[config.mk]
export PLATFORM = sky130hd
export DESIGN_NAME = tx_ip_hdr_flat
export DESIGN_NICKNAME = d
export VERILOG_FILES = /design/src/rtl/tx_ip_hdr_if.sv /design/src/rtl/tx_ip_hdr.sv /design/src/flat_wrapper.sv
export SDC_FILE = /design/constraint.sdc
export NUM_CORES = 1
export LEC_CHECK = 0
export CAP_MARGIN = 30
export CORE_ASPECT_RATIO = 1.4
export CORE_MARGIN = 5
export CORE_UTILIZATION = 50
export DETAILED_ROUTE_END_ITERATION = 12
export DONT_BUFFER_PORTS = 1
export HOLD_SLACK_MARGIN = 0.15
export PLACE_DENSITY = 0.71
export SETUP_SLACK_MARGIN = 0.1
export SLEW_MARGIN = 10
export SYNTH_ARGS = -nofsm -noshare
export SYNTH_HDL_FRONTEND = slang
export SYNTH_SLANG_ARGS = --single-unit
[constraint.sdc]
create_clock -name s_axis_aclk -period 10.35 [get_ports s_axis_aclk]
set_input_delay 2.07 -clock s_axis_aclk [delete_from_list [all_inputs] [get_ports s_axis_aclk]]
set_output_delay 2.07 -clock s_axis_aclk [all_outputs]
set_load 0.1 [all_outputs]
[src/rtl/tx_ip_hdr_if.sv]
// tx_ip_hdr_if: byte-wide AXI-Stream link with tuser start-of-packet and tlast end-of-packet
interface tx_ip_hdr_if;
  logic [7:0] tdata;
  logic tvalid;
  logic tlast;
  logic tuser;
  logic tready;
  modport master(output tdata, tvalid, tlast, tuser, input tready);
  modport slave(input tdata, tvalid, tlast, tuser, output tready);
endinterface

[src/rtl/tx_ip_hdr.sv]
// tx_ip_hdr: prepends a 20-byte IPv4 header with computed checksum to a byte stream, or bypasses it
module tx_ip_hdr #(
  parameter logic [7:0] IP_TOS = 8'd0,
  parameter logic [7:0] IP_TTL = 8'd64,
  parameter logic [7:0] IP_PROTOCOL = 8'd17,
  parameter logic IP_DF = 1'b1,
  parameter logic [15:0] ID_INIT = 16'd0,
  parameter logic ID_INCR = 1'b1
) (
  input logic s_axis_aclk,
  input logic s_axis_areset,
  input logic ip_enable,
  input logic [15:0] IP_TotLen,
  input logic [31:0] IP_SrcAddr,
  input logic [31:0] IP_DestAddr,
  tx_ip_hdr_if.slave s_axis,
  tx_ip_hdr_if.master m_axis,
  output logic [15:0] ip_id
);
  typedef enum logic [2:0] {IDLE, CSUM1, CSUM2, HEADER, DATA, BYPASS} state_t;
  state_t st;
  logic [4:0] cnt;
  logic [15:0] tot_q, id_q, csum_q, csum_c;
  logic [31:0] src_q, dst_q;
  logic [19:0] sum_q, sum_c, f1;
  logic [7:0] hdr [20];
  logic pass, hs;
  function automatic logic [19:0] fold(input logic [19:0] x);
    return 20'(x[15:0]) + 20'(x[19:16]);
  endfunction
  always_comb begin
    sum_c = 20'({8'h45, IP_TOS}) + 20'(tot_q) + 20'(id_q) + 20'({1'b0, IP_DF, 14'b0})
          + 20'({IP_TTL, IP_PROTOCOL}) + 20'(src_q[31:16]) + 20'(src_q[15:0])
          + 20'(dst_q[31:16]) + 20'(dst_q[15:0]);
    f1 = fold(sum_q);
    // after one fold the value fits 17 bits, so the second fold always fits 16
    csum_c = ~(f1[15:0] + {12'b0, f1[19:16]});
    hdr = '{8'h45, IP_TOS, tot_q[15:8], tot_q[7:0], id_q[15:8], id_q[7:0],
            {1'b0, IP_DF, 6'b0}, 8'h00, IP_TTL, IP_PROTOCOL, csum_q[15:8], csum_q[7:0],
            src_q[31:24], src_q[23:16], src_q[15:8], src_q[7:0],
            dst_q[31:24], dst_q[23:16], dst_q[15:8], dst_q[7:0]};
    pass = (st == IDLE && !ip_enable) || st == BYPASS || st == DATA;
    s_axis.tready = !s_axis_areset && pass && m_axis.tready;
    hs = s_axis.tvalid && s_axis.tready;
    m_axis.tvalid = !s_axis_areset && (st == HEADER || (pass && s_axis.tvalid));
    m_axis.tdata = s_axis_areset ? 8'h00 : st == HEADER ? hdr[cnt] : pass ? s_axis.tdata : 8'h00;
    m_axis.tlast = !s_axis_areset && pass && s_axis.tlast;
    m_axis.tuser = !s_axis_areset && (st == HEADER ? cnt == 5'd0 : pass && st != DATA && s_axis.tuser);
  end
  always_ff @(posedge s_axis_aclk) begin
    if (s_axis_areset) begin
      st <= IDLE;
      cnt <= '0;
      ip_id <= ID_INIT;
    end else begin
      case (st)
        IDLE:
          if (ip_enable && s_axis.tvalid) begin
            tot_q <= IP_TotLen;
            src_q <= IP_SrcAddr;
            dst_q <= IP_DestAddr;
            id_q <= ip_id;
            st <= CSUM1;
          end else if (hs && !s_axis.tlast) st <= BYPASS;
        CSUM1: begin
          sum_q <= sum_c;
          st <= CSUM2;
        end
        CSUM2: begin
          csum_q <= csum_c;
          st <= HEADER;
        end
        HEADER:
          if (m_axis.tready) begin
            cnt <= cnt == 5'd19 ? 5'd0 : cnt + 5'd1;
            if (cnt == 5'd19) begin
              st <= DATA;
              ip_id <= ID_INCR ? ip_id + 16'd1 : ip_id;
            end
          end
        default: if (hs && s_axis.tlast) st <= IDLE;
      endcase
    end
  end
endmodule

[src/flat_wrapper.sv]
// flat-port wrapper written by rule: the top's interface ports become plain ports
module tx_ip_hdr_flat 
#(
  parameter logic [7:0] IP_TOS = 8'd0,
  parameter logic [7:0] IP_TTL = 8'd64,
  parameter logic [7:0] IP_PROTOCOL = 8'd17,
  parameter logic IP_DF = 1'b1,
  parameter logic [15:0] ID_INIT = 16'd0,
  parameter logic ID_INCR = 1'b1
)
  (s_axis_aclk, s_axis_areset, ip_enable, IP_TotLen, IP_SrcAddr, IP_DestAddr, ip_id, s_axis_tdata, s_axis_tvalid, s_axis_tlast, s_axis_tuser, s_axis_tready, m_axis_tdata, m_axis_tvalid, m_axis_tlast, m_axis_tuser, m_axis_tready);
  tx_ip_hdr_if s_axis_i ();
  tx_ip_hdr_if m_axis_i ();
  input logic s_axis_aclk;
  input logic s_axis_areset;
  input logic ip_enable;
  input logic [15:0] IP_TotLen;
  input logic [31:0] IP_SrcAddr;
  input logic [31:0] IP_DestAddr;
  output logic [15:0] ip_id;
  input wire logic [$bits(s_axis_i.tdata)-1:0] s_axis_tdata;
  input wire logic [$bits(s_axis_i.tvalid)-1:0] s_axis_tvalid;
  input wire logic [$bits(s_axis_i.tlast)-1:0] s_axis_tlast;
  input wire logic [$bits(s_axis_i.tuser)-1:0] s_axis_tuser;
  output wire logic [$bits(s_axis_i.tready)-1:0] s_axis_tready;
  output wire logic [$bits(m_axis_i.tdata)-1:0] m_axis_tdata;
  output wire logic [$bits(m_axis_i.tvalid)-1:0] m_axis_tvalid;
  output wire logic [$bits(m_axis_i.tlast)-1:0] m_axis_tlast;
  output wire logic [$bits(m_axis_i.tuser)-1:0] m_axis_tuser;
  input wire logic [$bits(m_axis_i.tready)-1:0] m_axis_tready;
  assign s_axis_i.tdata = s_axis_tdata;
  assign s_axis_i.tvalid = s_axis_tvalid;
  assign s_axis_i.tlast = s_axis_tlast;
  assign s_axis_i.tuser = s_axis_tuser;
  assign s_axis_tready = s_axis_i.tready;
  assign m_axis_tdata = m_axis_i.tdata;
  assign m_axis_tvalid = m_axis_i.tvalid;
  assign m_axis_tlast = m_axis_i.tlast;
  assign m_axis_tuser = m_axis_i.tuser;
  assign m_axis_i.tready = m_axis_tready;
  tx_ip_hdr #(.IP_TOS(IP_TOS), .IP_TTL(IP_TTL), .IP_PROTOCOL(IP_PROTOCOL), .IP_DF(IP_DF), .ID_INIT(ID_INIT), .ID_INCR(ID_INCR)) u_core (.s_axis_aclk(s_axis_aclk), .s_axis_areset(s_axis_areset), .ip_enable(ip_enable), .IP_TotLen(IP_TotLen), .IP_SrcAddr(IP_SrcAddr), .IP_DestAddr(IP_DestAddr), .s_axis(s_axis_i), .m_axis(m_axis_i), .ip_id(ip_id));
endmodule
==> impl_metrics.csv, run 1 <==
group,metric,value,unit
clock_tree,numCtsBuffers,17,
synth,ys_seq_elements,156,
worst_setup_path,critPathKind,"in -> out",
sta,fin_crit_sh,54.60,%
clock_tree,htreeDepth,4,
layout,drive_gt1_share,12.67,%
sta,finalCriticalPeriod,5.651,ns
drt,ant_nets,0,
worst_setup_path,cp_cell_sequence,"nor2_1, and2_1, a21o_1",
worst_setup_path,cp.buffers_inverters,0,
clock_tree,hold_buffers,0,
power_and_ir_drop,peakVddDrop,0.1856,mV
drt,vias,6372,
min_path,min_path_type,"reg -> reg",
floorplanning,initial_core_util,50.85,%
floorplanning,core,19220,um2
global_route,grt_util_all_layers,21.51,%
drt,routed_wl,23430,um
clock_tree,cts_tree,"yes",
worst_setup_path,cp_data_arrival_time,3.58,ns
power_and_ir_drop,p_leak,4.311,nW
global_route,first_global_vias,6526,
worst_setup_path,crit_family,"compound AO/OA/AOI/OAI gates",
drt,wl_per_cell,21.11,um
layout,final_cells,1110,
drt,top_layer,"met5",
floorplanning,rows,60,
placement,numPlacedInstances,1074,
power_and_ir_drop,powerDensity,278.9,nW/um2
layout,layout_commonest_cell,"edfxtp_1",
floorplanning,num_io_pins,123,
placement,hpwl,18120,um
synth,post_synth_num_cell_types,70,
worst_setup_path,worst_setup_path_end_kind,"output pin",
global_route,grt_pass1_wl,36420,um
placement,preCtsSetupSlack,4.696,ns
clock_tree,cts.sinks,156,
sta,drv_slew,0,
synth,netlist_area,9773,um2
clock_tree,cts-root-buf,"clkbuf_16",
sta,rsz0062_at_grt,"false",
layout,area.growth.synth_to_final,14.76,%
synth,async_flop_share,0,%
layout,fin_nets,1052,
synth,synthFlopType,"edfxtp_1",
worst_setup_path,critPathMaxFanout,27,
synth,ys_seq_area_share,45.47,%
clock_tree,cts.reportedPaths.clkPinSlew,0.07,ns
placement,io_buffers,0,
floorplanning,dieArea,22480,um2
clock_tree,clock_latency,0.43,ns
worst_setup_path,start_kind,"primary input",
floorplanning,die_h,175.4,um
worst_setup_path,slowest_delay,0.76,ns
global_route,antenna_found_initial,3,
layout,post-route-util,58.36,%
clock_tree,post_cts_buffers,0,
sta,setup_tns,0,ns
sta,worst_slack,4.699,ns
sta,setup_viol,0,
sta,relSlewSlack,33.93,%
drt,drtIter0Drc,370,
worst_setup_path,crit_required,8.28,ns
placement,gp_congestion,0.8926,
drt,via_per_inst,5.741,
synth,yosys_warnings,0,
sta,tightest_slew,0.9946,ns
global_route,grt_overflow,0,
power_and_ir_drop,power,3.128,mW
worst_setup_path,cp_slowest_cell,"a21o_1",
synth,synth-edff-count,132,
synth,postSynthAreaPerCell,12.02,um2
clock_tree,cts_resized,0,
drt,drt_pass1_iterations,5,
sta,hold_violations,0,
outcome,status,"completed",
drt,wl_met3,1155,um
drt,drt-met1-wl,8721,um
clock_tree,cts.path.max_buffers,2,
flow_run,drv_cap,0,
sta,fmax,176.9,MHz
global_route,grt_max_degree,77,
layout,layout_common_cells,"edfxtp_1, inv_1, fa_1",
synth,syn_inst,813,
layout,fill_cells,1550,
drt,drcViolationCount,0,
drt,met2_length,12970,um
floorplanning,die_w,128.2,um
sta,finClkSkew,0.01488,ns
synth,synth_nets,1018,
## routing by layer
| metal | up-vias | track usage, % |
|---|---|---|
| li1 | 2968 | - |
| met1 | 3161 | 25.10 |
| met2 | 208 | 39.05 |
| met3 | 33 | 4.503 |
| met4 | 2 | 7.124 |
| met5 | - | 0 |
## power by group
part / leakage, nW / internal (mW) / total [mW] / switching [mW]
Combinational: 2.60 / 0.665 / 1.57 / 0.902
Sequential: 1.40 / 0.858 / 0.932 / 0.0739
Clock: 0.303 / 0.365 / 0.629 / 0.265
## layout make-up
type	instances	area, um2	share of cell area, %
multi-input cells	530	4868	43.41
flip-flops and latches	156	4447	39.65
repair buffers	43	606.8	5.411
clock buffers	22	519.2	4.630
inverters	99	371.6	3.313
well taps	248	310.3	2.767
clock inverters	10	87.58	0.7809
diodes	2	5.005	0.04462
## path summary, 6_finish.rpt
check | depth (start not counted) | from | slack, ns | end
max reg2reg | 16 | u_core.tot_q[10] | 5.39 | u_core.sum_q[16]
min | 0 | u_core.ip_id[3] | 0.48 | u_core.id_q[3]
max | 3 | s_axis_areset | 4.70 | m_axis_tvalid
min reg2reg | 0 | u_core.ip_id[3] | 0.48 | u_core.id_q[3]
## cells in the mapped netlist (all sizes together), types with 7 or more instances
library cell	n	area, um2
a21o	10	75.07
inv	99	371.6
buf	14	78.82
nor3	11	60.06
xor2	22	192.7
o21a	7	52.55
fa	63	1261
mux2i	18	180.2
o21ai	29	145.1
nor2b	15	93.84
xnor2	34	297.8
clkbuf	14	52.55
a211o	7	61.31
nand3	12	60.06
nor2	50	187.7
a21oi	59	295.3
nand2	26	97.59
edfxtp	132	3964
and3	16	100.1
ha	47	588.1
dfxtp	24	480.5
mux4	16	360.4
## worst reg2reg max path, cell delays in order (launching register included)
cell and delay (ns):
edfxtp_1 0.52, a21oi_1 0.36, inv_1 0.10, and3_1 0.20, xor2_1 0.17, fa_1 0.50, inv_1 0.06, fa_1 0.51
fa_1 0.55, inv_1 0.04, ha_1 0.30, ha_1 0.27, or3_1 0.39, a311oi_1 0.32, o31ai_1 0.14, a21oi_1 0.19
xnor2_1 0.08
## logic make-up (layout without fill, tap and decap cells)
family / Yosys count / count (layout) / synth area share (%)
adders and majority gates: 110 / 110 / 18.92
and+or+nand+nor: 173 / 173 / 9.512
AOI/OAI and AO/OA: 157 / 157 / 10.40
buffers and inverters: 127 / 174 / 5.147
other: 0 / 2 / 0
DFF: 156 / 156 / 45.47
xor gates and xnor gates: 56 / 56 / 5.019
muxes: 34 / 34 / 5.531
## sequential cells by signal (all words and copies together), names as in the netlist
register,flops
u_core.st,3
u_core.sum_q,20
u_core.ip_id,16
u_core.tot_q,16
u_core.id_q,16
u_core.src_q,32
u_core.cnt,5
u_core.dst_q,32
u_core.csum_q,16
## stage by stage
step	hold slack, ns	cell area [um2]
6_report	0.4756	11220
3_5_place_dp	0.4603	10570
3_3_place_gp	0.4528	10070
2_1_floorplan	0.5504	9773
4_1_cts	0.4808	11180
5_1_grt	0.4760	11210
No activity file was read; power rests on OpenSTA's default activity.
==> run 2: changes to the inputs <==
Settings changed: ABC_AREA set to 1, PLACE_DENSITY 0.71 to 0.74.
Clock period 10.35 ns to 4.7 ns, I/O delays scaled along.
==> impl_metrics.csv, run 2 <==
group,metric,value,unit
worst_setup_path,r2r_cells,18,
clock_tree,htreeDepth,4,
layout,area.growth.synth_to_final,15.41,%
min_path,hold-path-cell-count,2,
global_route,grt_pass1_wl,45950,um
layout,layout_common_cells,"nand2_1, inv_1, edfxtp_1",
synth,yosys_warnings,0,
placement,hpwl,22720,um
layout,fin_nets,1335,
power_and_ir_drop,powerDensity,622.0,nW/um2
synth,async_flop_share,0,%
drt,drtIter0Drc,700,
global_route,antenna_found_initial,4,
global_route,grt_overflow,0,
worst_setup_path,crit_required,4.89,ns
synth,synthTopCellsByCount,"nand2_1, inv_1, edfxtp_1",
worst_setup_path,cpMostUsedCell,"inv_1",
worst_setup_path,start_kind,"register",
synth,ys_seq_area_share,43.58,%
worst_setup_path,slowest_delay,0.56,ns
synth,synth_nets,1289,
floorplanning,num_io_pins,123,
floorplanning,rows,61,
drt,wl_per_cell,21.56,um
worst_setup_path,cp_cell_sequence,"a21oi_2, inv_1, nand3_1, xor2_1, inv_1, fa_1, inv_1, fa_1, fa_1, inv_1, ha_1, ha_4, a21o_1, inv_1, o21ai_0, a21oi_2, nand3_1, xor2_1",
layout,drive_gt1_share,11.11,%
synth,synthFlopType,"edfxtp_1",
worst_setup_path,crit_family,"adder cells",
worst_setup_path,path_depth,18,
sta,relSlewSlack,39.99,%
floorplanning,dieArea,23390,um2
power_and_ir_drop,p_seq_share,27.8,%
min_path,min_path_type,"reg -> reg",
power_and_ir_drop,sw_frac_of_total,43.40,%
worst_setup_path,cp.buffers_inverters,5,
layout,layout_commonest_cell,"nand2_1",
clock_tree,clock_latency,0.44,ns
drt,ant_nets,0,
synth,ys_seq_elements,156,
synth,synth_most_common_cell,"nand2_1",
synth,synth-edff-count,132,
sta,finalCriticalPeriod,4.432,ns
synth,synth_adder_area_share,18.13,%
global_route,first_global_vias,8348,
sta,setup_viol,0,
clock_tree,numCtsBuffers,17,
worst_setup_path,rrSetupSlack,0.27,ns
layout,final_area,11770,um2
drt,routed_wl,30180,um
synth,synth_top_area_share,38.87,%
synth,synthSimpleGateAreaFrac,19.74,%
power_and_ir_drop,power.switching,3.177,mW
synth,netlist_area,10200,um2
global_route,grt_max_degree,74,
synth,synth_area_leader_cell,"edfxtp_1",
layout,top_regs,"u_core.dst_q (32), u_core.src_q (32), u_core.sum_q (20)",
flow_run,drv_cap,0,
drt,drt_pass1_iterations,5,
placement,io_buffers,0,
synth,synth_mux_area_share,0,%
synth,postSynthAreaPerCell,9.407,um2
synth,synthXorXnorAreaFrac,2.908,%
clock_tree,cts.path.max_buffers,2,
global_route,grt_util_all_layers,26.28,%
floorplanning,die_w,130.7,um
worst_setup_path,worst_setup_path_end_kind,"register",
drt,via_per_inst,5.941,
sta,holdWs,0.5173,ns
power_and_ir_drop,power.share.clock,19.9,%
floorplanning,die_h,179.0,um
power_and_ir_drop,peakVddDrop,0.3487,mV
power_and_ir_drop,p_leak,4.892,nW
power_and_ir_drop,intPower,4.143,mW
sta,fin_crit_sh,94.29,%
clock_tree,cts_tree,"yes",
floorplanning,core,20000,um2
sta,finClkSkew,0.01165,ns
worst_setup_path,cp_slowest_cell,"fa_1",
clock_tree,hold_buffers,0,
synth,syn_inst,1084,
outcome,status,"completed",
clock_tree,cts-root-buf,"clkbuf_16",
worst_setup_path,critPathMaxFanout,5,
power_and_ir_drop,pwr-share-comb,52.3,%
floorplanning,initial_core_util,50.99,%
sta,tightest_slew,0.8980,ns
clock_tree,cts.reportedPaths.clkPinSlew,0.07,ns
sta,rsz0062_at_grt,"false",
drt,vias,8318,
synth,synth_area_leaders,"edfxtp_1, fa_1, nand2_1",
synth,post_synth_num_cell_types,49,
worst_setup_path,cp_data_arrival_time,4.62,ns
drt,drcViolationCount,0,
synth,synth_top_family_by_area,"simple AND/OR/NAND/NOR gates",
sta,setup_tns,0,ns
placement,gp_congestion,0.9926,
clock_tree,cts.sinks,156,
sta,fmax,225.6,MHz
worst_setup_path,critPathKind,"reg -> reg",
sta,hold_violations,0,
sta,drv_slew,0,
placement,place_area,11060,um2
synth,synth_compound_area_share,8.675,%
run 2: cell count changes after synthesis, sizes merged, moves of 16 or more:
cell	previous run	this run
mux2i	18	0
nand3	12	85
mux4	16	0
xnor2	34	10
inv	99	157
nor2	50	81
o21ai	29	61
nand2	26	231
run 2: area by class of cell:
type,count,area [um2]
Tap cell,252,315.3
Timing Repair Buffer,50,621.8
Multi-Input combinational cell,747,5172
Clock buffer,17,425.4
Antenna cell,5,12.51
Sequential cell,156,4444
Fill cell,1646,8228
Inverter,158,593.1
Clock inverter,15,183.9
run 2: path summary, 6_finish.rpt:
path                       to       startpoint
min reg2reg      u_core.st[1]     u_core.st[1]
min              u_core.st[1]     u_core.st[1]
max reg2reg  u_core.sum_q[18]  u_core.tot_q[8]
max          u_core.sum_q[18]  u_core.tot_q[8]
run 2: per-layer routing:
layer	vias to the layer above	GRT usage (%)	routed length, um
met1	3948	28.81	10250
met3	126	4.680	2181
li1	3749	-	-
met2	495	46.81	15850
met4	0	15.48	1900
met5	-	0	0
run 2: worst register-to-register path: stages, from the launching register on:
cell and delay [ns]:
edfxtp_1 0.47, a21oi_2 0.24, inv_1 0.06, nand3_1 0.13, xor2_1 0.17, inv_1 0.07
fa_1 0.48, inv_1 0.05, fa_1 0.50, fa_1 0.56, inv_1 0.05, ha_1 0.34
ha_4 0.29, a21o_1 0.17, inv_1 0.11, o21ai_0 0.12, a21oi_2 0.13, nand3_1 0.10
xor2_1 0.15
run 2: power groups by stage:
stage / sequential, mW / combinational (mW) / clock [mW]
floorplan: 2.00 / 2.66 / 0
global placement: 2.05 / 3.42 / 0
detailed placement: 2.05 / 3.47 / 0
CTS: 2.03 / 3.61 / 1.45
global route: 2.04 / 4.22 / 1.52
finish: 2.03 / 3.83 / 1.46
run 2: kinds of logic (layout without fill, tap and decap cells):
| logic type | after synthesis | count (layout) |
|---|---|---|
| buffers and inverters | 181 | 240 |
| adder cells (fa/ha/maj) | 110 | 110 |
| other | 0 | 5 |
| AND/OR/NAND/NOR | 450 | 450 |
| flip-flops | 156 | 156 |
| XOR/XNOR | 33 | 33 |
| AO/OA/AOI/OAI | 154 | 154 |
run 2: timing repair:
item | CTS | global route
setup buffers | 0 | 1
pin swaps | 0 | 3
setup endpoints to repair | 1 | 5
hold endpoints to repair | 0 | 0
resized for setup | 3 | 13
run 2: per-stage QoR:
stage	setup slack, ns	power (mW)	instances	util (%)
final	0.2681	7.320	1400	58.85
after global placement	0.1774	5.471	1343	53.87
after global routing	0.09656	7.786	1399	58.84
after CTS	0.1293	7.089	1394	58.47
after detailed placement	0.06912	5.525	1362	55.32
after floorplan	0.06801	4.659	1084	-
